File: src/rtl/cache_axi_pkg.sv
// Shared constants for cache_axi_arbiter: requester indices, FSM state codes, fixed AXI attributes.
package cache_axi_pkg;

   localparam int unsigned REQ_ICACHE  = 0;
   localparam int unsigned REQ_DCACHE  = 1;
   localparam int unsigned REQ_UNCACHE = 2;

   // write-side requester indices (dcache, uncache)
   localparam int unsigned WR_DCACHE   = 0;
   localparam int unsigned WR_UNCACHE  = 1;

   localparam int unsigned N_RD = 3;
   localparam int unsigned N_WR = 2;

   localparam logic [1:0] R_IDLE = 2'd0;
   localparam logic [1:0] R_ADDR = 2'd1;
   localparam logic [1:0] R_DATA = 2'd2;

   localparam logic [1:0] W_IDLE = 2'd0;
   localparam logic [1:0] W_ADDR = 2'd1;
   localparam logic [1:0] W_DATA = 2'd2;
   localparam logic [1:0] W_RESP = 2'd3;

   localparam logic [2:0] AXI_SIZE_4B    = 3'b010;
   localparam logic [1:0] AXI_BURST_INCR = 2'b01;

endpackage

File: src/rtl/cache_axi_arbiter_rr_arbiter.sv
// N-way grant picker with latched grant; round-robin pointer advances on completion.
// CACHE_AXI_ARB_FIXED_PRIO_EN: PRIO_IDX first, then ascending index, no pointer.
module rr_arbiter #(
   parameter int unsigned N        = 2,
   parameter int unsigned PRIO_IDX = 0
) (
   input  logic                 clk,
   input  logic                 resetn,
   input  logic [N-1:0]         req,
   input  logic                 take,
   input  logic                 done,
   output logic [N-1:0]         gnt,
   output logic [$clog2(N)-1:0] gnt_idx
);
   localparam int unsigned PW = $clog2(N);

   logic [PW-1:0] pick_idx;

`ifdef CACHE_AXI_ARB_FIXED_PRIO_EN
   logic unused_done;
   assign unused_done = done;

   always_comb begin
      pick_idx = PW'(PRIO_IDX);
      if (!req[PW'(PRIO_IDX)]) begin
         for (int i = N - 1; i >= 0; i--) begin
            if (req[PW'(i)]) pick_idx = PW'(i);
         end
      end
   end
`else
   logic [PW-1:0] ptr;
   int            idx;
   logic          found;

   // first requester at or after ptr, wrapping
   always_comb begin
      pick_idx = '0;
      found    = 1'b0;
      idx      = 0;
      for (int k = 0; k < N; k++) begin
         idx = int'(ptr) + k;
         if (idx >= int'(N)) idx = idx - int'(N);
         if (!found && req[PW'(idx)]) begin
            pick_idx = PW'(idx);
            found    = 1'b1;
         end
      end
   end

   always_ff @(posedge clk) begin
      if (!resetn)   ptr <= '0;
      else if (done) ptr <= (gnt_idx == PW'(N - 1)) ? '0 : gnt_idx + PW'(1);
   end
`endif

   always_ff @(posedge clk) begin
      if (!resetn)   gnt_idx <= '0;
      else if (take) gnt_idx <= pick_idx;
   end

   always_comb begin
      for (int i = 0; i < N; i++) gnt[i] = (gnt_idx == PW'(i));
   end

endmodule

File: src/rtl/cache_axi_arbiter.sv
// Shares one AXI master among icache/dcache/uncache: 3-way AR/R, 2-way AW/W/B, one outstanding each.
// Grant policy is round-robin unless CACHE_AXI_ARB_FIXED_PRIO_EN is defined.
module cache_axi_arbiter
   import cache_axi_pkg::*;
#(
   parameter int unsigned ADDR_W = 32,
   parameter int unsigned DATA_W = 32,
   parameter int unsigned ID_W   = 4
) (
   input  logic                     clk,
   input  logic                     resetn,
   input  logic [N_RD-1:0]          s_arvalid,
   input  logic [N_RD*ADDR_W-1:0]   s_araddr,
   input  logic [N_RD*8-1:0]        s_arlen,
   output logic [N_RD-1:0]          s_arready,
   output logic [N_RD-1:0]          s_rvalid,
   input  logic [N_RD-1:0]          s_rready,
   output logic [DATA_W-1:0]        s_rdata,
   output logic                     s_rlast,
   input  logic [N_WR-1:0]          s_awvalid,
   input  logic [N_WR*ADDR_W-1:0]   s_awaddr,
   input  logic [N_WR*8-1:0]        s_awlen,
   output logic [N_WR-1:0]          s_awready,
   input  logic [N_WR-1:0]          s_wvalid,
   input  logic [N_WR*DATA_W-1:0]   s_wdata,
   input  logic [N_WR-1:0]          s_wlast,
   output logic [N_WR-1:0]          s_wready,
   output logic [N_WR-1:0]          s_bvalid,
   input  logic [N_WR-1:0]          s_bready,
   output logic [1:0]               s_bresp,
   output logic [ID_W-1:0]          m_arid,
   output logic [ADDR_W-1:0]        m_araddr,
   output logic [7:0]               m_arlen,
   output logic [2:0]               m_arsize,
   output logic [1:0]               m_arburst,
   output logic                     m_arvalid,
   input  logic                     m_arready,
   input  logic [ID_W-1:0]          m_rid,
   input  logic [DATA_W-1:0]        m_rdata,
   input  logic [1:0]               m_rresp,
   input  logic                     m_rlast,
   input  logic                     m_rvalid,
   output logic                     m_rready,
   output logic [ID_W-1:0]          m_awid,
   output logic [ADDR_W-1:0]        m_awaddr,
   output logic [7:0]               m_awlen,
   output logic [2:0]               m_awsize,
   output logic [1:0]               m_awburst,
   output logic                     m_awvalid,
   input  logic                     m_awready,
   output logic [DATA_W-1:0]        m_wdata,
   output logic [3:0]               m_wstrb,
   output logic                     m_wlast,
   output logic                     m_wvalid,
   input  logic                     m_wready,
   input  logic [ID_W-1:0]          m_bid,
   input  logic [1:0]               m_bresp,
   input  logic                     m_bvalid,
   output logic                     m_bready
);

   logic [1:0]        r_state, r_state_nxt, w_state, w_state_nxt;
   logic [N_RD-1:0]   r_req, r_gnt;
   logic [N_WR-1:0]   w_req, w_gnt;
   logic [1:0]        rg;
   logic [0:0]        wg;
   logic              r_take, r_done, w_take, w_done;

   logic [ADDR_W-1:0] araddr_a [N_RD];
   logic [7:0]        arlen_a  [N_RD];
   logic [ADDR_W-1:0] awaddr_a [N_WR];
   logic [7:0]        awlen_a  [N_WR];
   logic [DATA_W-1:0] wdata_a  [N_WR];

   // routing uses the latched grant only, so response IDs are not needed
   logic unused_ids;
   assign unused_ids = ^{m_rid, m_rresp, m_bid};

   for (genvar i = 0; i < N_RD; i++) begin : g_rd_slice
      assign araddr_a[i] = s_araddr[i*ADDR_W +: ADDR_W];
      assign arlen_a[i]  = s_arlen[i*8 +: 8];
   end

   for (genvar i = 0; i < N_WR; i++) begin : g_wr_slice
      assign awaddr_a[i] = s_awaddr[i*ADDR_W +: ADDR_W];
      assign awlen_a[i]  = s_awlen[i*8 +: 8];
      assign wdata_a[i]  = s_wdata[i*DATA_W +: DATA_W];
   end

   // MMIO ordering: uncache read waits for the write path, uncache write waits for an uncache read
   always_comb begin
      r_req              = s_arvalid;
      r_req[REQ_UNCACHE] = s_arvalid[REQ_UNCACHE] && (w_state == W_IDLE);
      w_req              = s_awvalid;
      w_req[WR_UNCACHE]  = s_awvalid[WR_UNCACHE] &&
                           !((r_state != R_IDLE) && (rg == 2'(REQ_UNCACHE)));
   end

   rr_arbiter #(.N(N_RD), .PRIO_IDX(REQ_DCACHE)) u_rd_arb (
      .clk     (clk),
      .resetn  (resetn),
      .req     (r_req),
      .take    (r_take),
      .done    (r_done),
      .gnt     (r_gnt),
      .gnt_idx (rg)
   );

   rr_arbiter #(.N(N_WR), .PRIO_IDX(WR_DCACHE)) u_wr_arb (
      .clk     (clk),
      .resetn  (resetn),
      .req     (w_req),
      .take    (w_take),
      .done    (w_done),
      .gnt     (w_gnt),
      .gnt_idx (wg)
   );

   always_ff @(posedge clk) begin
      if (!resetn) begin
         r_state <= R_IDLE;
         w_state <= W_IDLE;
      end else begin
         r_state <= r_state_nxt;
         w_state <= w_state_nxt;
      end
   end

   assign m_arid    = ID_W'(rg);
   assign m_araddr  = araddr_a[rg];
   assign m_arlen   = arlen_a[rg];
   assign m_arsize  = AXI_SIZE_4B;
   assign m_arburst = AXI_BURST_INCR;
   assign s_rdata   = m_rdata;
   assign s_rlast   = m_rlast;

   assign m_awid    = ID_W'({1'b0, wg} + 2'd1);
   assign m_awaddr  = awaddr_a[wg];
   assign m_awlen   = awlen_a[wg];
   assign m_awsize  = AXI_SIZE_4B;
   assign m_awburst = AXI_BURST_INCR;
   assign m_wdata   = wdata_a[wg];
   assign m_wlast   = s_wlast[wg];
   assign m_wstrb   = 4'hF;
   assign s_bresp   = m_bresp;

   // read FSM: grant, forward AR, forward R until the last beat
   always_comb begin
      r_state_nxt = r_state;
      r_take      = 1'b0;
      r_done      = 1'b0;
      m_arvalid   = 1'b0;
      s_arready   = '0;
      s_rvalid    = '0;
      m_rready    = 1'b0;
      case (r_state)
         R_IDLE: begin
            if (|r_req) begin
               r_take      = 1'b1;
               r_state_nxt = R_ADDR;
            end
         end
         R_ADDR: begin
            m_arvalid = s_arvalid[rg];
            s_arready = r_gnt & {N_RD{m_arready}};
            if (m_arvalid && m_arready) r_state_nxt = R_DATA;
         end
         R_DATA: begin
            s_rvalid = r_gnt & {N_RD{m_rvalid}};
            m_rready = s_rready[rg];
            if (m_rvalid && m_rready && m_rlast) begin
               r_done      = 1'b1;
               r_state_nxt = R_IDLE;
            end
         end
         default: r_state_nxt = R_IDLE;
      endcase
   end

   // write FSM: grant, forward AW, W burst, then B
   always_comb begin
      w_state_nxt = w_state;
      w_take      = 1'b0;
      w_done      = 1'b0;
      m_awvalid   = 1'b0;
      s_awready   = '0;
      m_wvalid    = 1'b0;
      s_wready    = '0;
      s_bvalid    = '0;
      m_bready    = 1'b0;
      case (w_state)
         W_IDLE: begin
            if (|w_req) begin
               w_take      = 1'b1;
               w_state_nxt = W_ADDR;
            end
         end
         W_ADDR: begin
            m_awvalid = s_awvalid[wg];
            s_awready = w_gnt & {N_WR{m_awready}};
            if (m_awvalid && m_awready) w_state_nxt = W_DATA;
         end
         W_DATA: begin
            m_wvalid = s_wvalid[wg];
            s_wready = w_gnt & {N_WR{m_wready}};
            if (m_wvalid && m_wready && s_wlast[wg]) w_state_nxt = W_RESP;
         end
         W_RESP: begin
            s_bvalid = w_gnt & {N_WR{m_bvalid}};
            m_bready = s_bready[wg];
            if (m_bvalid && m_bready) begin
               w_done      = 1'b1;
               w_state_nxt = W_IDLE;
            end
         end
         default: w_state_nxt = W_IDLE;
      endcase
   end

endmodule

File: config.mk
export PLATFORM = sky130hd
export DESIGN_NAME = cache_axi_arbiter
export DESIGN_NICKNAME = d
export VERILOG_FILES = /design/src/rtl/cache_axi_pkg.sv /design/src/rtl/cache_axi_arbiter_rr_arbiter.sv /design/src/rtl/cache_axi_arbiter.sv
export SDC_FILE = /design/constraint.sdc
export NUM_CORES = 1
export LEC_CHECK = 0
export ABC_CLOCK_PERIOD_IN_PS = 3900
export CAP_MARGIN = 20
export CORE_AREA = 2 2 202 204
export CTS_CLUSTER_DIAMETER = 40
export DETAILED_ROUTE_END_ITERATION = 7
export DIE_AREA = 0 0 204 206
export PLACE_DENSITY = 0.37
export RECOVER_POWER = 50
export SYNTH_ARGS = -nofsm -noshare
export SYNTH_HDL_FRONTEND = slang
export SYNTH_SLANG_ARGS = --single-unit
File: constraint.sdc
create_clock -name clk -period 3.9 [get_ports clk]
set_input_delay 0.78 -clock clk [delete_from_list [all_inputs] [get_ports clk]]
set_output_delay 0.78 -clock clk [all_outputs]
set_load 0.01 [all_outputs]
==> run_results.csv, run 1 <==
group,metric,value,unit
run_status,run_status,"completed",
sta,max_clock_freq,295,MHz
placement,placedInstanceArea,7430,µm²
cts,cts_max_level,1,
finish,post_layout_nonfiller_instances,1286,
global_route,top_usage_layer,"met2",
logic_synthesis,synth_top_area_cell,"sky130_fd_sc_hd__mux2_2",
route,drt_first_pass_iters,4,
critical_path,cp_data_required_time,3.12,ns
floorplan,initial_cell_density_of_the_core,0.0736,
finish,storage_cell_area,205,µm²
logic_synthesis,yosysWarnings,0,
sta,clock-skew-final,0.00608,ns
sta,slew-limit-headroom,0.331,
sta,timing.final.crit_period,3.39,ns
route,detail_route.wirelength,19.0,mm
cts,clk_transition_reported_paths,0.05,ns
critical_path,crit_path_cell_trace,"clkbuf_2 -> mux2_2 -> dlygate4sd3_1",
floorplan,floorplan.die.width,204,µm
floorplan,std_cell_rows,74,
sta,setup-tns-final,0,ns
global_route,grt_start_max_net_pins,51,
cts,clock_latency,0.25,ns
placement,numPlacedInstances,1281,
logic_synthesis,ys_top_cells_by_area,"sky130_fd_sc_hd__mux2_2 28%, sky130_fd_sc_hd__mux2i_1 16%, sky130_fd_sc_hd__buf_4 15%, sky130_fd_sc_hd__nand2_1 7.1%, sky130_fd_sc_hd__o21ai_0 7.1%",
cts,clock_tree_buf_depth,2,
critical_path,crit_reg_reg_startpoint,"u_wr_arb.gnt_idx$_SDFFE_PN0P_",
job,timing.max_cap.violations,0,
global_route,overflow,0,
critical_path,critPathLaunch,"u_wr_arb.gnt_idx$_SDFFE_PN0P_",
route,detailedRoute.firstIterationViolations,78,
route,drc,0,
critical_path,cp_num_cells,3,
floorplan,num_ports,517,
pwr,fin_total_pwr,1.37,mW
worst_hold_path,worst_hold_path_type,"register to register",
logic_synthesis,synth_top_area_frac,0.278,
placement,port_buffers,420,
floorplan,die_area,42000,µm²
critical_path,number_of_buffer_and_inverter_stages_on_the_critical_path,2,
cts,tritoncts_buffer_count,3,
sta,slew_violations,0,
cts,cts_root_buf,"sky130_fd_sc_hd__clkbuf_16",
global_route,grt_first_pass_wirelength,25.5,mm
finish,multiInputGateArea,2250,µm²
critical_path,critPathSlowestCell,"sky130_fd_sc_hd__clkbuf_2",
finish,final_design_area_no_fill,7490,µm²
pwr,ir_worst_vdd,0.0864,mV
cts,count_of_instances_resized_after_the_clock_tree_is_built,0,
pwr,static-leakage-power,2.53,nW
worst_hold_path,hold_path.startpoint,"u_rd_arb.ptr[1]$_SDFFE_PN0P_",
global_route,groute.layer.met2.usage,0.160,
cts,hold_buffers_post_cts,0,
route,routed_vias,4131,
global_route,gr-usage-met3,0.0230,
critical_path,crit_path_max_fanout,33,
sta,final_period_utilization,0.869,
floorplan,die_h,206,µm
worst_hold_path,hold_path_depth,2,
global_route,initial_antenna_violation_count,1,
critical_path,cp_data_arrival_time,2.61,ns
finish,area.growth.synth_to_final,153,%
logic_synthesis,post_syn_instances,386,
cts,cts.repair_timing.setup_buffer_count,0,
logic_synthesis,share_of_the_yosys_chip_area_belonging_to_registers,0.0677,
logic_synthesis,synth_cell_type_count,40,
sta,hold_viol,0,
critical_path,worst_path_max_stage_delay,0.73,ns
sta,timing.final.setup_violations,0,
critical_path,crit_path_end_kind,"output port",
finish,layout-drive-gt1-share,0.120,
finish,final.fill_count,4520,
critical_path,r2r_cells,5,
sta,grt_setup_unrepaired,"no",
finish,num-nets-final,1090,
pwr,power_density_over_the_cells,183,nW/µm²
floorplan,placeableCoreArea,40200,µm²
logic_synthesis,post_synth.cell_area_avg,7.66,µm²
logic_synthesis,synthesis.area,2960,µm²
global_route,grt_pass1_vias,4152,
global_route,grtUsageMet1,0.0790,
placement,place_congestion,0.738,
critical_path,timing.critical_path.max_delay_family,"buffers and inverters",
critical_path,cp-start-kind,"register",
cts,tritoncts_clock_tree,"built",
critical_path,critPathKind,"register to output port",
global_route,grt_use_total,0.0810,
sta,worstMarginPinSlew,1.00,ns
logic_synthesis,post_synthesis_register_bit_count,10,
cts,numClockSinks,10,
route,detail_route.vias_per_cell,3.21,
route,final_antenna_net_count,0,
placement,dp_wirelength,16.9,mm
route,routed_wire_length_per_instance,14.8,µm
## kinds of logic (layout without fill, tap and decap cells)
group	count (synthesis)	after routing	share of synthesized area
compound gates	65	65	0.127
simple gates	94	94	0.146
flops	10	10	0.0677
mux	119	119	0.434
buf+inv	89	440	0.193
fa+ha+maj	7	7	0.0288
other cells	2	19	0.00254
## through the flow
step | util | worst slack, ns | hold slack, ns
6_report | 0.187 | 0.512 | 0.472
5_1_grt | 0.186 | 0.357 | 0.507
4_1_cts | 0.187 | 0.657 | 0.473
3_5_place_dp | 0.185 | 0.675 | 0.466
3_3_place_gp | 0.185 | 0.665 | 0.464
2_1_floorplan | - | 1.83 | 0.445
## cell usage after synthesis (all sizes together)
library cell	number
mux2	73
buf	70
nand2	56
o21ai	50
mux2i	46
nor2	11
clkbuf	10
dfxtp	10
inv	9
nor2b	7
ha	6
a21boi	4
and2	4
nand3	4
nand2b	3
a21oi	2
conb	2
nor4b	2
a221oi	1
a2bb2oi	1
a31oi	1
a41oi	1
and3	1
and4	1
and4b	1
maj3	1
nand4	1
nand4b	1
nor3	1
nor4	1
o21a	1
o21bai	1
o2bb2ai	1
o31a	1
o31ai	1
## tightest hold or removal path, cell delays in order, from the launching register on
cell and delay (ns):
sky130_fd_sc_hd__dfxtp_1 0.32, sky130_fd_sc_hd__nand2_1 0.06, sky130_fd_sc_hd__o21ai_1 0.05
## sequential cells by signal, summed over array words and instances, names as in the netlist
| signal | cells |
|---|---|
| r_state | 2 |
| u_wr_arb.ptr | 1 |
| u_rd_arb.ptr | 2 |
| u_rd_arb.gnt_idx | 2 |
| w_state | 2 |
| u_wr_arb.gnt_idx | 1 |
## worst paths after layout
check | end | slack [ns]
max | m_awaddr[30] | 0.51
min | u_rd_arb.ptr[1]$_SDFFE_PN0P_ | 0.47
max reg2reg | w_state[1]$_SDFFE_PN0P_ | 1.59
min reg2reg | u_rd_arb.ptr[1]$_SDFFE_PN0P_ | 0.47
## power by group
group / total [mW] / internal, mW / leakage, nW / switching [mW]
Combinational: 1.01 / 0.638 / 2.41 / 0.372
Clock: 0.213 / 0.155 / 0.0442 / 0.0575
Sequential: 0.152 / 0.120 / 0.0829 / 0.0321
## layer usage
metal | share of wire | vias to the layer above
met3 | 0.10 | 32
met1 | 0.34 | 1807
met4 | 0.033 | 0
li1 | - | 2009
met2 | 0.53 | 283
met5 | 0 | -
## cell usage in the layout, fill, tap and decap left out, types with 2 or more instances in the layout
cell type	synthesis	layout
sky130_fd_sc_hd__a21boi_0	1	3
sky130_fd_sc_hd__and2_1	4	3
sky130_fd_sc_hd__buf_4	60	5
sky130_fd_sc_hd__clkbuf_16	0	3
sky130_fd_sc_hd__clkbuf_2	0	2
sky130_fd_sc_hd__clkdlybuf4s50_1	0	376
sky130_fd_sc_hd__conb_1	2	18
sky130_fd_sc_hd__dfxtp_1	10	8
sky130_fd_sc_hd__dlygate4sd3_1	0	44
sky130_fd_sc_hd__ha_1	6	6
sky130_fd_sc_hd__inv_1	9	9
sky130_fd_sc_hd__mux2_2	73	73
sky130_fd_sc_hd__mux2i_1	46	46
sky130_fd_sc_hd__nand2_1	56	56
sky130_fd_sc_hd__nand2b_1	3	3
sky130_fd_sc_hd__nand3_1	4	4
sky130_fd_sc_hd__nor2_1	11	11
sky130_fd_sc_hd__nor2b_1	7	6
sky130_fd_sc_hd__nor4b_1	2	2
sky130_fd_sc_hd__o21ai_0	42	44
sky130_fd_sc_hd__o21ai_1	7	5
## cell type report
class / instances / area share
multi-input combinational: 303 / 0.300
clock buffer: 4 / 0.0119
tap: 532 / 0.0888
antenna: 1 / 0.000334
timing repair buffer: 427 / 0.567
sequential: 10 / 0.0274
inverter: 9 / 0.00451
Power figures use the tool's default switching activity.
==> run 2: changes to the inputs <==
Settings changed: ABC_CLOCK_PERIOD_IN_PS 3900 to default.
==> results of run 2 <==
No change in the layout: final DEF, timing and power equal those of run 1.
==> run 3: changes to the inputs <==
Settings changed: PLACE_DENSITY 0.37 to default, PLACE_DENSITY_LB_ADDON from default to 0.15.
==> run_results.csv, run 3 (synthesis gave the netlist of run 1 again) <==
group,metric,value,unit
critical_path,crit_path_cell_trace,"clkbuf_2 -> mux2_2 -> dlygate4sd3_1",
global_route,overflow,0,
sta,slew-limit-headroom,0.315,
sta,hold_ws,0.481,ns
route,final_antenna_net_count,0,
global_route,grt_pass1_vias,4327,
global_route,grt_start_max_net_pins,42,
finish,diodes,0,
global_route,grt_use_total,0.0894,
sta,timing.final.setup_violations,0,
floorplan,die_h,206,µm
floorplan,num_ports,517,
finish,area.growth.synth_to_final,153,%
worst_hold_path,hold_path.startpoint,"u_rd_arb.ptr[0]$_SDFFE_PN0P_",
placement,dp_wirelength,18.2,mm
placement,port_buffers,420,
cts,tritoncts_clock_tree,"built",
finish,multiInputGateArea,2240,µm²
finish,final.fill_count,4568,
critical_path,cp_data_arrival_time,2.74,ns
floorplan,placeableCoreArea,40200,µm²
critical_path,cp-start-kind,"register",
sta,grt_setup_unrepaired,"no",
floorplan,floorplan.die.width,204,µm
run_status,run_status,"completed",
finish,final_design_area_no_fill,7470,µm²
cts,clk_transition_reported_paths,0.05,ns
cts,cts_root_buf,"sky130_fd_sc_hd__clkbuf_16",
route,routed_vias,4158,
placement,place_congestion,0.689,
cts,cts_max_level,1,
floorplan,initial_cell_density_of_the_core,0.0736,
critical_path,number_of_buffer_and_inverter_stages_on_the_critical_path,2,
cts,clock_latency,0.24,ns
cts,cts.repair_timing.setup_buffer_count,0,
floorplan,std_cell_rows,74,
route,routed_wire_length_per_instance,16.0,µm
finish,highest_count_cells_in_the_layout_ignoring_fill_and_taps,"376 x sky130_fd_sc_hd__clkdlybuf4s50_1, 72 x sky130_fd_sc_hd__mux2_2, 56 x sky130_fd_sc_hd__nand2_1, 46 x sky130_fd_sc_hd__mux2i_1, 44 x sky130_fd_sc_hd__dlygate4sd3_1",
critical_path,critPathSlowestCell,"sky130_fd_sc_hd__clkbuf_2",
route,drc,0,
sta,worstMarginPinSlew,1.03,ns
floorplan,die_area,42000,µm²
finish,storage_cell_area,205,µm²
global_route,grt_first_pass_wirelength,27.6,mm
critical_path,cp_data_required_time,3.12,ns
pwr,fin_total_pwr,1.39,mW
route,drt_first_pass_iters,3,
finish,mostFrequentLayoutCell,"sky130_fd_sc_hd__clkdlybuf4s50_1",
critical_path,critPathLaunch,"u_wr_arb.gnt_idx$_SDFFE_PN0P_",
pwr,power_density_over_the_cells,185,nW/µm²
cts,numClockSinks,10,
cts,tritoncts_buffer_count,3,
pwr,ir_worst_vdd,0.0860,mV
placement,numPlacedInstances,1280,
critical_path,worst_path_max_stage_delay,0.85,ns
critical_path,crit_path_end_kind,"output port",
critical_path,critPathKind,"register to output port",
cts,count_of_instances_resized_after_the_clock_tree_is_built,0,
cts,hold_buffers_post_cts,0,
finish,layout-drive-gt1-share,0.114,
route,detailedRoute.firstIterationViolations,94,
sta,final_period_utilization,0.904,
sta,setup-tns-final,0,ns
job,timing.max_cap.violations,0,
sta,timing.final.crit_period,3.52,ns
sta,clock-skew-final,0.00556,ns
global_route,initial_antenna_violation_count,5,
critical_path,crit_path_max_fanout,40,
placement,placedInstanceArea,7430,µm²
finish,post_layout_nonfiller_instances,1284,
critical_path,crit_reg_reg_startpoint,"u_rd_arb.gnt_idx[1]$_SDFFE_PN0P_",
pwr,static-leakage-power,2.52,nW
cts,clock_tree_buf_depth,2,
route,detail_route.wirelength,20.5,mm
finish,num-nets-final,1089,
critical_path,timing.critical_path.max_delay_family,"buffers and inverters",
sta,hold_viol,0,
sta,max_clock_freq,284,MHz
worst_hold_path,worst_hold_path_type,"register to register",
route,detail_route.vias_per_cell,3.24,
sta,slew_violations,0,
## run 3: cell count changes in the layout (fill, tap and decap cells not counted)
cell,delta
sky130_fd_sc_hd__a221oi_1,+1
sky130_fd_sc_hd__a221oi_2,-1
sky130_fd_sc_hd__buf_4,-2
sky130_fd_sc_hd__clkbuf_1,+1
sky130_fd_sc_hd__diode_2,-1
sky130_fd_sc_hd__mux2_1,+1
sky130_fd_sc_hd__mux2_2,-1
sky130_fd_sc_hd__o21ai_0,-1
sky130_fd_sc_hd__o21ai_1,+1
## run 3: power by group
part	internal, mW	leakage (nW)	switching [mW]	total [mW]
clock network	0.155	0.0442	0.0565	0.212
registers	0.120	0.0829	0.0357	0.156
logic	0.635	2.39	0.383	1.02
total	0.910	2.52	0.475	1.39
## run 3: cell type report
| type | count | area share |
|---|---|---|
| repair buffers | 426 | 0.567 |
| multi-input cells | 303 | 0.300 |
| well taps | 532 | 0.0891 |
| flip-flops and latches | 10 | 0.0275 |
| clock buffers | 4 | 0.0119 |
| inverters | 9 | 0.00452 |
## run 3: path summary, 6_finish.rpt
check | to | slack [ns] | cells after the start
hold reg to reg | u_rd_arb.ptr[0]$_SDFFE_PN0P_ | 0.48 | 2
setup reg to reg | u_rd_arb.ptr[0]$_SDFFE_PN0P_ | 1.79 | 5
setup / recovery | m_wdata[22] | 0.38 | 3
hold / removal | u_rd_arb.ptr[0]$_SDFFE_PN0P_ | 0.48 | 2
## run 3: worst reg2reg max path, delay by kind of cell, from the launching register on
kind	cells	cell delay, ns
AO/OA/AOI/OAI	2	0.44
buffers and inverters	1	0.73
flip-flops	1	0.55
AND/OR/NAND/NOR	2	0.25
## run 3: metrics by stage
step                       util  setup slack, ns
after floorplan               -             1.83
after global placement    0.185            0.422
after detailed placement  0.185            0.455
after CTS                 0.187            0.447
after global routing      0.186            0.213
final                     0.186            0.376
## run 3: layer usage
layer / global-route usage / part of all wire
met5: 0 / 0.00063
met4: 0.0194 / 0.017
met1: 0.0768 / 0.30
met2: 0.193 / 0.57
met3: 0.0307 / 0.11
